===== src/rtl/pc_unit.sv =====
// pc_unit -- program-counter stage at the front of the five-stage pipeline.
//
// Owns the PC register. After reset it fetches the 32-bit reset vector from
// data memory as two 16-bit words (low word, then high word). On an accepted
// interrupt it saves the current PC in epc and fetches the interrupt vector
// the same way. In RUN it registers the next-PC choice every cycle.
//
// Ports:
//   clk, rst          clock (rising edge), asynchronous active-high reset
//   stall             hold the PC this cycle (hazard unit)
//   next_pc_sel       00 pc+1, 01 branch_target, 10 ret_target, 11 hold
//   branch_target     resolved branch/jump/call address
//   ret_target        return address popped from the stack
//   int_req           external interrupt request (synchronous to clk)
//   mem_rdata         data-memory read data, combinational for mem_addr
//   mem_addr, mem_rd  vector-fetch address and read strobe
//   pc, pc_valid      current PC and "pc is fetchable"
//   epc               PC saved on interrupt entry
//   int_ack           one-cycle pulse while in the first interrupt-fetch cycle
module pc_unit #(
   parameter int PC_WIDTH  = 32,
   parameter int MEM_WIDTH = 16,
   parameter int RESET_VEC = 0,
   parameter int INT_VEC   = 2
) (
   input  logic                 clk,
   input  logic                 rst,
   input  logic                 stall,
   input  logic [1:0]           next_pc_sel,
   input  logic [PC_WIDTH-1:0]  branch_target,
   input  logic [PC_WIDTH-1:0]  ret_target,
   input  logic                 int_req,
   input  logic [MEM_WIDTH-1:0] mem_rdata,
   output logic [MEM_WIDTH-1:0] mem_addr,
   output logic                 mem_rd,
   output logic [PC_WIDTH-1:0]  pc,
   output logic                 pc_valid,
   output logic [PC_WIDTH-1:0]  epc,
   output logic                 int_ack
);

   typedef enum logic [2:0] {BOOT_LO, BOOT_HI, RUN, INT_LO, INT_HI} state_t;

   state_t               state, state_nxt;
   logic                 int_req_d;
   logic                 pending;
   logic                 int_edge;
   logic                 accept;
   logic [PC_WIDTH-1:0]  pc_nxt;

   // Only the rising edge counts, so a request held high enters once.
   assign int_edge = int_req & ~int_req_d;
   // Interrupt entry outranks stall-free redirects; a stall defers it.
   assign accept   = (state == RUN) & pending & ~stall;

   // State register
   always_ff @(posedge clk or posedge rst) begin
      if (rst) state <= BOOT_LO;
      else     state <= state_nxt;
   end

   // Next-state logic
   always_comb begin
      state_nxt = state;
      case (state)
         BOOT_LO: state_nxt = BOOT_HI;
         BOOT_HI: state_nxt = RUN;
         RUN:     if (accept) state_nxt = INT_LO;
         INT_LO:  state_nxt = INT_HI;
         INT_HI:  state_nxt = RUN;
         default: state_nxt = BOOT_LO;
      endcase
   end

   // State-decoded outputs
   always_comb begin
      mem_rd   = 1'b1;
      mem_addr = '0;
      pc_valid = 1'b0;
      case (state)
         BOOT_LO: mem_addr = MEM_WIDTH'(RESET_VEC);
         BOOT_HI: mem_addr = MEM_WIDTH'(RESET_VEC + 1);
         INT_LO:  mem_addr = MEM_WIDTH'(INT_VEC);
         INT_HI:  mem_addr = MEM_WIDTH'(INT_VEC + 1);
         default: begin
            mem_rd   = 1'b0;
            pc_valid = (state == RUN);
         end
      endcase
   end

   // Next PC: vector halves while fetching, selector choice in RUN.
   always_comb begin
      pc_nxt = pc;
      case (state)
         BOOT_LO, INT_LO: pc_nxt[MEM_WIDTH-1:0]        = mem_rdata;
         BOOT_HI, INT_HI: pc_nxt[PC_WIDTH-1:MEM_WIDTH] = mem_rdata;
         RUN: begin
            // On acceptance the selector is discarded and pc is held for epc.
            if (!accept && !stall) begin
               case (next_pc_sel)
                  2'b00:   pc_nxt = pc + PC_WIDTH'(1);   // wraps modulo 2^PC_WIDTH
                  2'b01:   pc_nxt = branch_target;
                  2'b10:   pc_nxt = ret_target;
                  default: pc_nxt = pc;
               endcase
            end
         end
         default: pc_nxt = pc;
      endcase
   end

   always_ff @(posedge clk or posedge rst) begin
      if (rst) begin
         pc        <= '0;
         epc       <= '0;
         int_ack   <= 1'b0;
         pending   <= 1'b0;
         int_req_d <= 1'b0;
      end else begin
         pc        <= pc_nxt;
         int_ack   <= accept;
         int_req_d <= int_req;
         // A new edge landing on the acceptance cycle must not be lost.
         pending   <= int_edge | (pending & ~accept);
         if (accept) epc <= pc;
      end
   end

endmodule


===== config.mk =====
export PLATFORM = sky130hd
export DESIGN_NAME = pc_unit
export DESIGN_NICKNAME = d
export VERILOG_FILES = /design/src/rtl/pc_unit.sv
export SDC_FILE = /design/constraint.sdc
export NUM_CORES = 1
export LEC_CHECK = 0
export BUFFER_PORTS_ARGS = -buffer_cell sky130_fd_sc_hd__buf_4
export CORE_MARGIN = 2
export CORE_UTILIZATION = 51
export CTS_BUF_LIST = sky130_fd_sc_hd__clkbuf_4
export CTS_CLUSTER_DIAMETER = 200
export DETAILED_ROUTE_END_ITERATION = 8
export PLACE_DENSITY = 0.82
export SLEW_MARGIN = 20
export SYNTH_ARGS = -nofsm -noshare
export SYNTH_HDL_FRONTEND = slang
export SYNTH_SLANG_ARGS = --single-unit
export TNS_END_PERCENT = 5

===== constraint.sdc =====
create_clock -name clk -period 3.03 [get_ports clk]
set_input_delay 0.303 -clock clk [delete_from_list [all_inputs] [get_ports clk]]
set_output_delay 0.303 -clock clk [all_outputs]
set_load 0.005 [all_outputs]

# Yosys cells after proc, flatten, opt, wreduce, memory -nomap -nowiden
# Index checks and enable logic that the tools add are counted.
[word_totals]
register_bits = 70
latch_bits = 0
mem_bits_rw = 0
mem_bits_ro = 0
inputBits = 86
out_inout_bits = 83
wordCells = 46
mem_count = 0
[classes]
add_sub_neg = 1
multipliers = 0
n_div = 0
n_lt_le_gt_ge = 0
n_eq_ne = 9
shifts = 0
muxes = 9
n_bitwise = 8
reduce_logical = 12
[ops]
columns = ["cell", "n"]
rows = [
  ["$pmux W32 S3", 1],
  ["$pmux W16 S2", 2],
  ["$add A32 B1 Y32 const B", 1],
  ["$mux W32", 1],
  ["$pmux W3 S4", 1],
  ["$eq A3 B2 Y1 const B", 2],
  ["$pmux W2 S3", 1],
  ["$reduce_and A3 Y1", 2],
  ["$and A1 B1 Y1", 4],
  ["$ne A4 B1 Y1 const B", 1],
  ["$reduce_bool A2 Y1", 2],
  ["$reduce_or A2 Y1", 2],
  ["$reduce_or A4 Y1", 1],
  ["$eq A3 B1 Y1 const B", 1],
  ["$eq A3 B3 Y1 const B", 1],
  ["$logic_not A3 Y1", 1],
  ["$mux W3", 1],
  ["$not A1 Y1", 3],
  ["$eq A2 B1 Y1 const B", 1],
  ["$eq A2 B2 Y1 const B", 1],
  ["$logic_not A1 Y1", 2],
  ["$logic_not A2 Y1", 1],
  ["$mux W1", 2],
  ["$ne A2 B1 Y1 const B", 1],
  ["other kinds (3)", 3],
]

# Logic depth before layout (Yosys ltp)
# Gate-level depths: netlist of the first run.
[depth]
depth_word = 7
depth_mapped = 8
depth_no_buf = 7

# Worst setup path before layout of the first run
# No wires, ideal clock.
[synth_path]
path_kind = "register to register"
start = "reg pc[0]"
end = "reg pc[26]"
arrival_time_ps = 2183
setup_slack_ps = 717
path_stages_with_launch = 9
period_less_slack_ps = 2313
path_cell_list = "dfrtp_1 -> ha_1 -> clkbuf_1 -> nand4_1 -> or4_2 -> clkbuf_1 -> nor3_1 -> mux2i_1 -> a211oi_1"
[synth_via]
elab_chain_cells = 4
[synth_rtl]
columns = ["item", "line", "rtl"]
rows = [
  ["start, declared", "36", "output logic [PC_WIDTH-1:0] pc,"],
  ["start signal, assigned", "121", "pc <= pc_nxt;"],
  ["$add A32 B1 Y32", "102", "2'b00: pc_nxt = pc + PC_WIDTH'(1);"],
  ["$pmux W32 S3", "101", "case (next_pc_sel)"],
  ["$mux W32", "100", "if (!accept && !stall) begin"],
  ["$pmux W16 S2", "95", "case (state)"],
]
# No other way between the ends. The select of a mux whose other input is x is not followed.
# A chain may end at the register's enable or synchronous reset.

# Worst setup path after layout of the first run
[layout_path]
start = "reg state[2]"
end = "reg pc[17]"
[layout_via]
elab_chain_cells = 7
[layout_rtl]
columns = ["item", "line", "rtl"]
rows = [
  ["start, declared", "44", "state_t state, state_nxt;"],
  ["start signal, assigned", "59", "else state <= state_nxt;"],
  ["$eq A3 B2 Y1", "54, 95", ""],
  ["$and A1 B1 Y1 (2 in series)", "54", "assign accept = (state == RUN) & pending & ~stall;"],
  ["$logic_not A1 Y1", "100", ""],
  ["$logic_and A1 B1 Y1", "100", ""],
  ["$ne A2 B1 Y1 (no source line)", "-", ""],
  ["$reduce_and A3 Y1 (no source line)", "-", ""],
]
# Several ways; a longest one is shown, not always the timed one.

==> results.sh, run 1 <==
export IMPL_root_buffer="clkbuf_4"
export IMPL_fin_crit_sh_pct=86.5
export IMPL_yosys_cell_count_top_type="dfrtp_1"
export IMPL_finalSetupTns_ns=0
export IMPL_finalPower_w=0.00554
export IMPL_syn2layout_area_growth_pct=31.1
export IMPL_slew_headroom_pct=41.1
export IMPL_detail_route_antenna_nets=0
export IMPL_synth_area_sq_mm=0.00437
export IMPL_power_leakage_nw=2.53
export IMPL_skew_ns=0.0154
export IMPL_cp_slowest_cell="a21oi_1"
export IMPL_outcome="finished clean"
export IMPL_rsz0062_at_grt="false"
export IMPL_grt_first_pass_wirelength_um=22400
export IMPL_synth_avg_cell_area_sq_um=9.13
export IMPL_place_gp_congestion=0.943
export IMPL_cp_data_arrival_time_ns=2.97
export IMPL_ys_seq_elements=70
export IMPL_synth_edf_count=0
export IMPL_htreeDepth=3
export IMPL_grt_pass1_vias=4453
export IMPL_io_pins=169
export IMPL_path_max_fanout=22
export IMPL_io_buffers=154
export IMPL_synth_common_cells="70 x dfrtp_1, 54 x a21oi_1, 36 x nand2_1"
export IMPL_firstDrtPassIters=5
export IMPL_ys_seq_area_share_pct=40.0
export IMPL_worstPathCellList="or3b_2, clkinv_1, a21oi_1, buf_4, a221oi_1, nor3_1"
export IMPL_synth_largest_area_cell="dfrtp_1"
export IMPL_track_usage_pct=29.5
export IMPL_ys_flop_type="dfrtp_1"
export IMPL_maxCapViolCount=0
export IMPL_ir_worst_vdd_mv=0.501
export IMPL_async_flop_share_pct=100
export IMPL_hold_violations=0
export IMPL_synth_area_leaders="dfrtp_1 40%, mux2_2 8.2%, a21oi_1 6.2%, a22oi_1 5.1%, nand2_1 3.1%"
export IMPL_drive_gt1_share_pct=37.9
export IMPL_nets=708
export IMPL_wl_per_cell_um=19.3
export IMPL_ys_types=67
export IMPL_cp_end_kind="flip-flop"
export IMPL_vias=4595
export IMPL_worst_slew_pin_slew_ns=0.884
export IMPL_slowest_delay_ns=0.59
export IMPL_period_needed_ns=2.62
export IMPL_cpLargestDelayFamily="simple AND/OR/NAND/NOR gates"
export IMPL_die_area_sq_mm=0.00933
export IMPL_synth_top_cell_area_share_pct=40.0
export IMPL_yosysWarningCount=0
export IMPL_crit_required_ns=3.38
export IMPL_cp_start_kind="flip-flop"
export IMPL_viasPerCell=6.30
export IMPL_start_util_pct=53.0
export IMPL_drt_wl_total_um=14100
export IMPL_core_area_sq_mm=0.00826
export IMPL_critical_path_buf_inv_count=2
export IMPL_cts_path_max_buffers=2
export IMPL_dr_first_iter_drc_count=379
export IMPL_critical_path_class="flip-flop to flip-flop"
export IMPL_placedCellCount=710
export IMPL_clk_pin_slew_worst_paths_ns=0.12
export IMPL_final_setup_viol_count=0
export IMPL_fin_util_pct=69.5
export IMPL_max_freq_ghz=0.381
export IMPL_pwr_density_cell_mw_per_mm2=966
export IMPL_maxSlewViolCount=0
export IMPL_clock_latency_ns=0.44
export IMPL_fp_dieW_um=96.6
export IMPL_stdcell_count=729
export IMPL_antenna_found_initial=1
export IMPL_die_h_um=96.6
export IMPL_hp_class="primary input to flip-flop"
export IMPL_grt_max_degree=47
export IMPL_grt_ovfl_total=0
export IMPL_dp_hpwl_um=10200
export IMPL_rows=33
export IMPL_clkSinkCount=70
export IMPL_cts_made_buffers=9
export IMPL_cts_tree="yes"
export IMPL_synthCells=479
export IMPL_drcViolationCount=0
-- worst min-delay path, cell delays in order --
cell and delay, ns:
buf_4 0.10, a22oi_1 0.07, o31ai_1 0.06
-- final timing paths --
kind	slack [ns]	cells after the start	startpoint	endpoint
setup / recovery	0.41	6	state[2]$_DFFE_PP0P_	pc[17]$_DFFE_PP0P_
hold / removal	0.13	3	mem_rdata[8]	pc[24]$_DFFE_PP0P_
setup reg to reg	0.41	6	state[2]$_DFFE_PP0P_	pc[17]$_DFFE_PP0P_
hold reg to reg	0.45	1	int_req_d$_DFF_PP0_	pending$_DFF_PP0_
max in group asynchronous	1.83	4	rst	epc[22]$_DFFE_PP0P_
min in group asynchronous	0.53	3	rst	int_req_d$_DFF_PP0_
-- power by group --
part	switching (W)	internal (W)	total, W
Combinational	0.00144	0.00150	0.00294
Sequential	0.000574	0.00140	0.00198
Clock	0.000379	0.000252	0.000630
Total	0.00239	0.00315	0.00554
-- area by class of cell --
type	instances	area, sq um
flip-flops and latches	70	1750
clock buffers	9	67.6
diodes	1	2.50
repair buffers	168	1290
clock inverters	7	75.1
multi-input cells	361	2390
inverters	8	30.0
well taps	105	131
fillers	654	2520
-- placed cells by master (no fill, tap or decap), types with 11 or more instances in the layout --
cell	instances
a31oi_1	15
nand3_1	11
mux2_2	32
o21ai_0	17
a21oi_1	54
a22oi_1	30
dfrtp_1	70
conb_1	14
nand2_1	36
nor3_1	14
buf_4	164
nor2_1	21
-- logic make-up (layout without fill, tap and decap cells) --
family          after synthesis  in the layout  synth area share [%]
compound gates              170            170                  25.8
simple gates                132            132                  15.8
flops                        70             70                  40.0
buf+inv                      61            192                  7.01
mux                          33             33                  8.47
xor+xnor                      8              8                  1.60
fa+ha+maj                     4              4                  1.14
other cells                   1             15                0.0857
-- per-stage QoR --
| step | setup slack (ns) | instance area, sq um | hold slack [ns] |
|---|---|---|---|
| global route | 0.201 | 5740 | 0.138 |
| finish | 0.409 | 5740 | 0.135 |
| floorplan | 0.717 | 4420 | 0.334 |
| detailed placement | 0.531 | 5570 | 0.424 |
| CTS | 0.482 | 5730 | 0.134 |
| global placement | 0.571 | 5570 | 0.414 |
-- timing repair --
item / CTS / global route
hold endpoints to repair: 19 / 0
setup buffers: 0 / 0
hold buffers: 2 / 0
gates resized for setup: 0 / 0
-- flip-flops by register name (all words and copies together), names as in the netlist --
name       cells
pc            32
pending        1
int_req_d      1
state          3
epc           32
int_ack        1
-- routing by layer --
metal / share of wire [%] / wire length, um / track usage (%) / vias to the layer above
met5: 0 / 0 / 0 / -
met4: 3.3 / 470 / 15.6 / 0
met3: 9.1 / 1280 / 5.92 / 49
met2: 48 / 6830 / 47.2 / 285
met1: 39 / 5510 / 37.8 / 2196
li1: - / - / - / 2065
Note: power is estimated with default switching activity, not from simulation.
==> run 2: changes to the inputs <==
CELL_PAD_IN_SITES_DETAIL_PLACEMENT = 2   (was not set)
CELL_PAD_IN_SITES_GLOBAL_PLACEMENT = 2   (was not set)
CORE_UTILIZATION = 29   (was 51)
CTS_CLUSTER_SIZE = 12   (was not set)
PLACE_DENSITY = 0.81   (was 0.82)
SKIP_LAST_GASP = 1   (was not set)
==> run 2 against run 1 <==
  * Sequential power is essentially flat
  * First-iteration DRC count decreased by 44%
  * Largest power group unchanged
  * Sequential share of layout area decreased by 0.45 points
  * Core utilization down 30 points
  * Clock skew fell by 0.00099 ns
  * Via count down 2.1%
  * Routed wire length grew 24%
  * Flip-flop and latch count did not move
  * Critical path type unchanged
  * Critical path depth fell by 1
  * Largest cell class unchanged
  * Cell count up 11%
==> results.sh, run 2 (same netlist as run 1, synthesis figures left out) <==
export IMPL_outcome="finished clean"
export IMPL_nets=711
export IMPL_clkSinkCount=70
export IMPL_ff2ff_path_depth=5
export IMPL_die_area_sq_mm=0.0161
export IMPL_seq_area_sq_mm=0.00175
export IMPL_pwr_density_cell_mw_per_mm2=976
export IMPL_cts_path_max_buffers=2
export IMPL_cp_data_arrival_time_ns=2.99
export IMPL_post_place_ws_ns=0.436
export IMPL_crit_required_ns=3.39
export IMPL_cts_resized=0
export IMPL_root_buffer="clkbuf_4"
export IMPL_antenna_found_initial=0
export IMPL_io_buffers=154
export IMPL_grt_first_pass_wirelength_um=27400
export IMPL_critical_path_class="flip-flop to flip-flop"
export IMPL_htreeDepth=3
export IMPL_final_common_cell="buf_4"
export IMPL_finish_instance_area_sq_mm=0.00582
export IMPL_track_usage_pct=21.8
export IMPL_die_h_um=127
export IMPL_clock_latency_ns=0.47
export IMPL_holdWs_ns=0.109
export IMPL_cts_made_buffers=9
export IMPL_nFillCells=1651
export IMPL_post_cts_buffers=0
export IMPL_final_setup_viol_count=0
export IMPL_worst_slew_pin_slew_ns=0.901
export IMPL_diodes=0
export IMPL_drcViolationCount=0
export IMPL_hold_buffers=2
export IMPL_fin_crit_sh_pct=86.7
export IMPL_skew_ns=0.0144
export IMPL_cp_end_kind="flip-flop"
export IMPL_rows=44
export IMPL_viasPerCell=5.55
export IMPL_wl_per_cell_um=21.6
export IMPL_start_util_pct=29.9
export IMPL_place_gp_congestion=0.833
export IMPL_fin_ws_ns=0.403
export IMPL_clk_pin_slew_worst_paths_ns=0.13
export IMPL_dr_first_iter_drc_count=212
export IMPL_r2r_end="pc[31]$_DFFE_PP0P_"
export IMPL_period_needed_ns=2.63
export IMPL_cts_tree="yes"
export IMPL_ir_worst_vdd_mv=0.317
export IMPL_drt_wl_total_um=17500
export IMPL_reg2reg_from="pc[4]$_DFFE_PP0P_"
export IMPL_reg2reg_slack_ns=0.40
export IMPL_path_max_fanout=12
export IMPL_placed_area_sq_mm=0.00567
export IMPL_grt_ovfl_total=0
export IMPL_hold_depth=3
export IMPL_hp_class="primary input to flip-flop"
export IMPL_detail_route_antenna_nets=0
export IMPL_dp_hpwl_um=13200
export IMPL_fp_dieW_um=127
export IMPL_hold_violations=0
export IMPL_grt_pass1_vias=4808
export IMPL_maxSlewViolCount=0
export IMPL_finalPower_w=0.00568
export IMPL_grt_max_degree=37
export IMPL_syn2layout_area_growth_pct=33.1
export IMPL_finalSetupTns_ns=0
export IMPL_top_regs="epc x32, pc x32, state x3"
export IMPL_min_to="pc[6]$_DFFE_PP0P_"
export IMPL_maxCapViolCount=0
export IMPL_firstDrtPassIters=4
export IMPL_min_from="mem_rdata[6]"
export IMPL_io_pins=169
export IMPL_final_cell_mix="169 x buf_4, 70 x dfrtp_1, 54 x a21oi_1"
export IMPL_max_freq_ghz=0.381
export IMPL_rsz0062_at_grt="false"
export IMPL_cp_start_kind="flip-flop"
export IMPL_core_area_sq_mm=0.0146
export IMPL_power_leakage_nw=2.53
export IMPL_slew_headroom_pct=39.9
export IMPL_multi_input_area_sq_mm=0.00239
export IMPL_drive_gt1_share_pct=37.9
export IMPL_vias=4499
-- run 2: metrics by stage --
step / cells / util (%)
floorplan: 492 / -
global placement: 792 / 38.7
detailed placement: 792 / 38.7
CTS: 810 / 39.8
global route: 810 / 39.8
finish: 810 / 39.8
-- run 2: how the worst max path moves through the flow --
stage,to,slack [ns],startpoint,cells past startpoint
2_1_floorplan,pc[26]$_DFFE_PP0P_,0.72,pc[0]$_DFFE_PP0P_,8
3_3_place_gp,pc[31]$_DFFE_PP0P_,0.55,pc[2]$_DFFE_PP0P_,5
3_5_place_dp,pc[24]$_DFFE_PP0P_,0.44,pc[2]$_DFFE_PP0P_,5
4_1_cts,pc[24]$_DFFE_PP0P_,0.39,pc[0]$_DFFE_PP0P_,6
5_1_grt,pc[23]$_DFFE_PP0P_,0.15,state[2]$_DFFE_PP0P_,6
6_report,pc[31]$_DFFE_PP0P_,0.40,pc[4]$_DFFE_PP0P_,5
-- run 2: cell type report --
class,count,area share (%)
multi-input combinational,361,41.0
sequential,70,30.1
timing repair buffer,171,22.1
tap,184,3.95
clock buffer,9,1.16
clock inverter,7,1.12
inverter,8,0.537
-- run 2: layer usage --
| layer | track usage (%) | routed length [um] | up-vias |
|---|---|---|---|
| met2 | 36.7 | 8520 | 137 |
| met4 | 7.82 | 341 | 0 |
| met5 | 0 | 0 | - |
| met3 | 4.26 | 905 | 21 |
| met1 | 27.8 | 7720 | 2280 |
| li1 | - | - | 2061 |
-- run 2: critical path, stage by stage (launching register included) --
cell and delay (ns):
dfrtp_1 0.51, and4_1 0.42, nand2_1 0.35, or3_4 0.55, o311a_1 0.37, nor4_1 0.31
-- run 2: power breakdown --
group | internal [W] | switching, W | total, W
clock | 0.000243 | 0.000384 | 0.000627
combinational | 0.00153 | 0.00152 | 0.00305
sequential | 0.00140 | 0.000608 | 0.00201
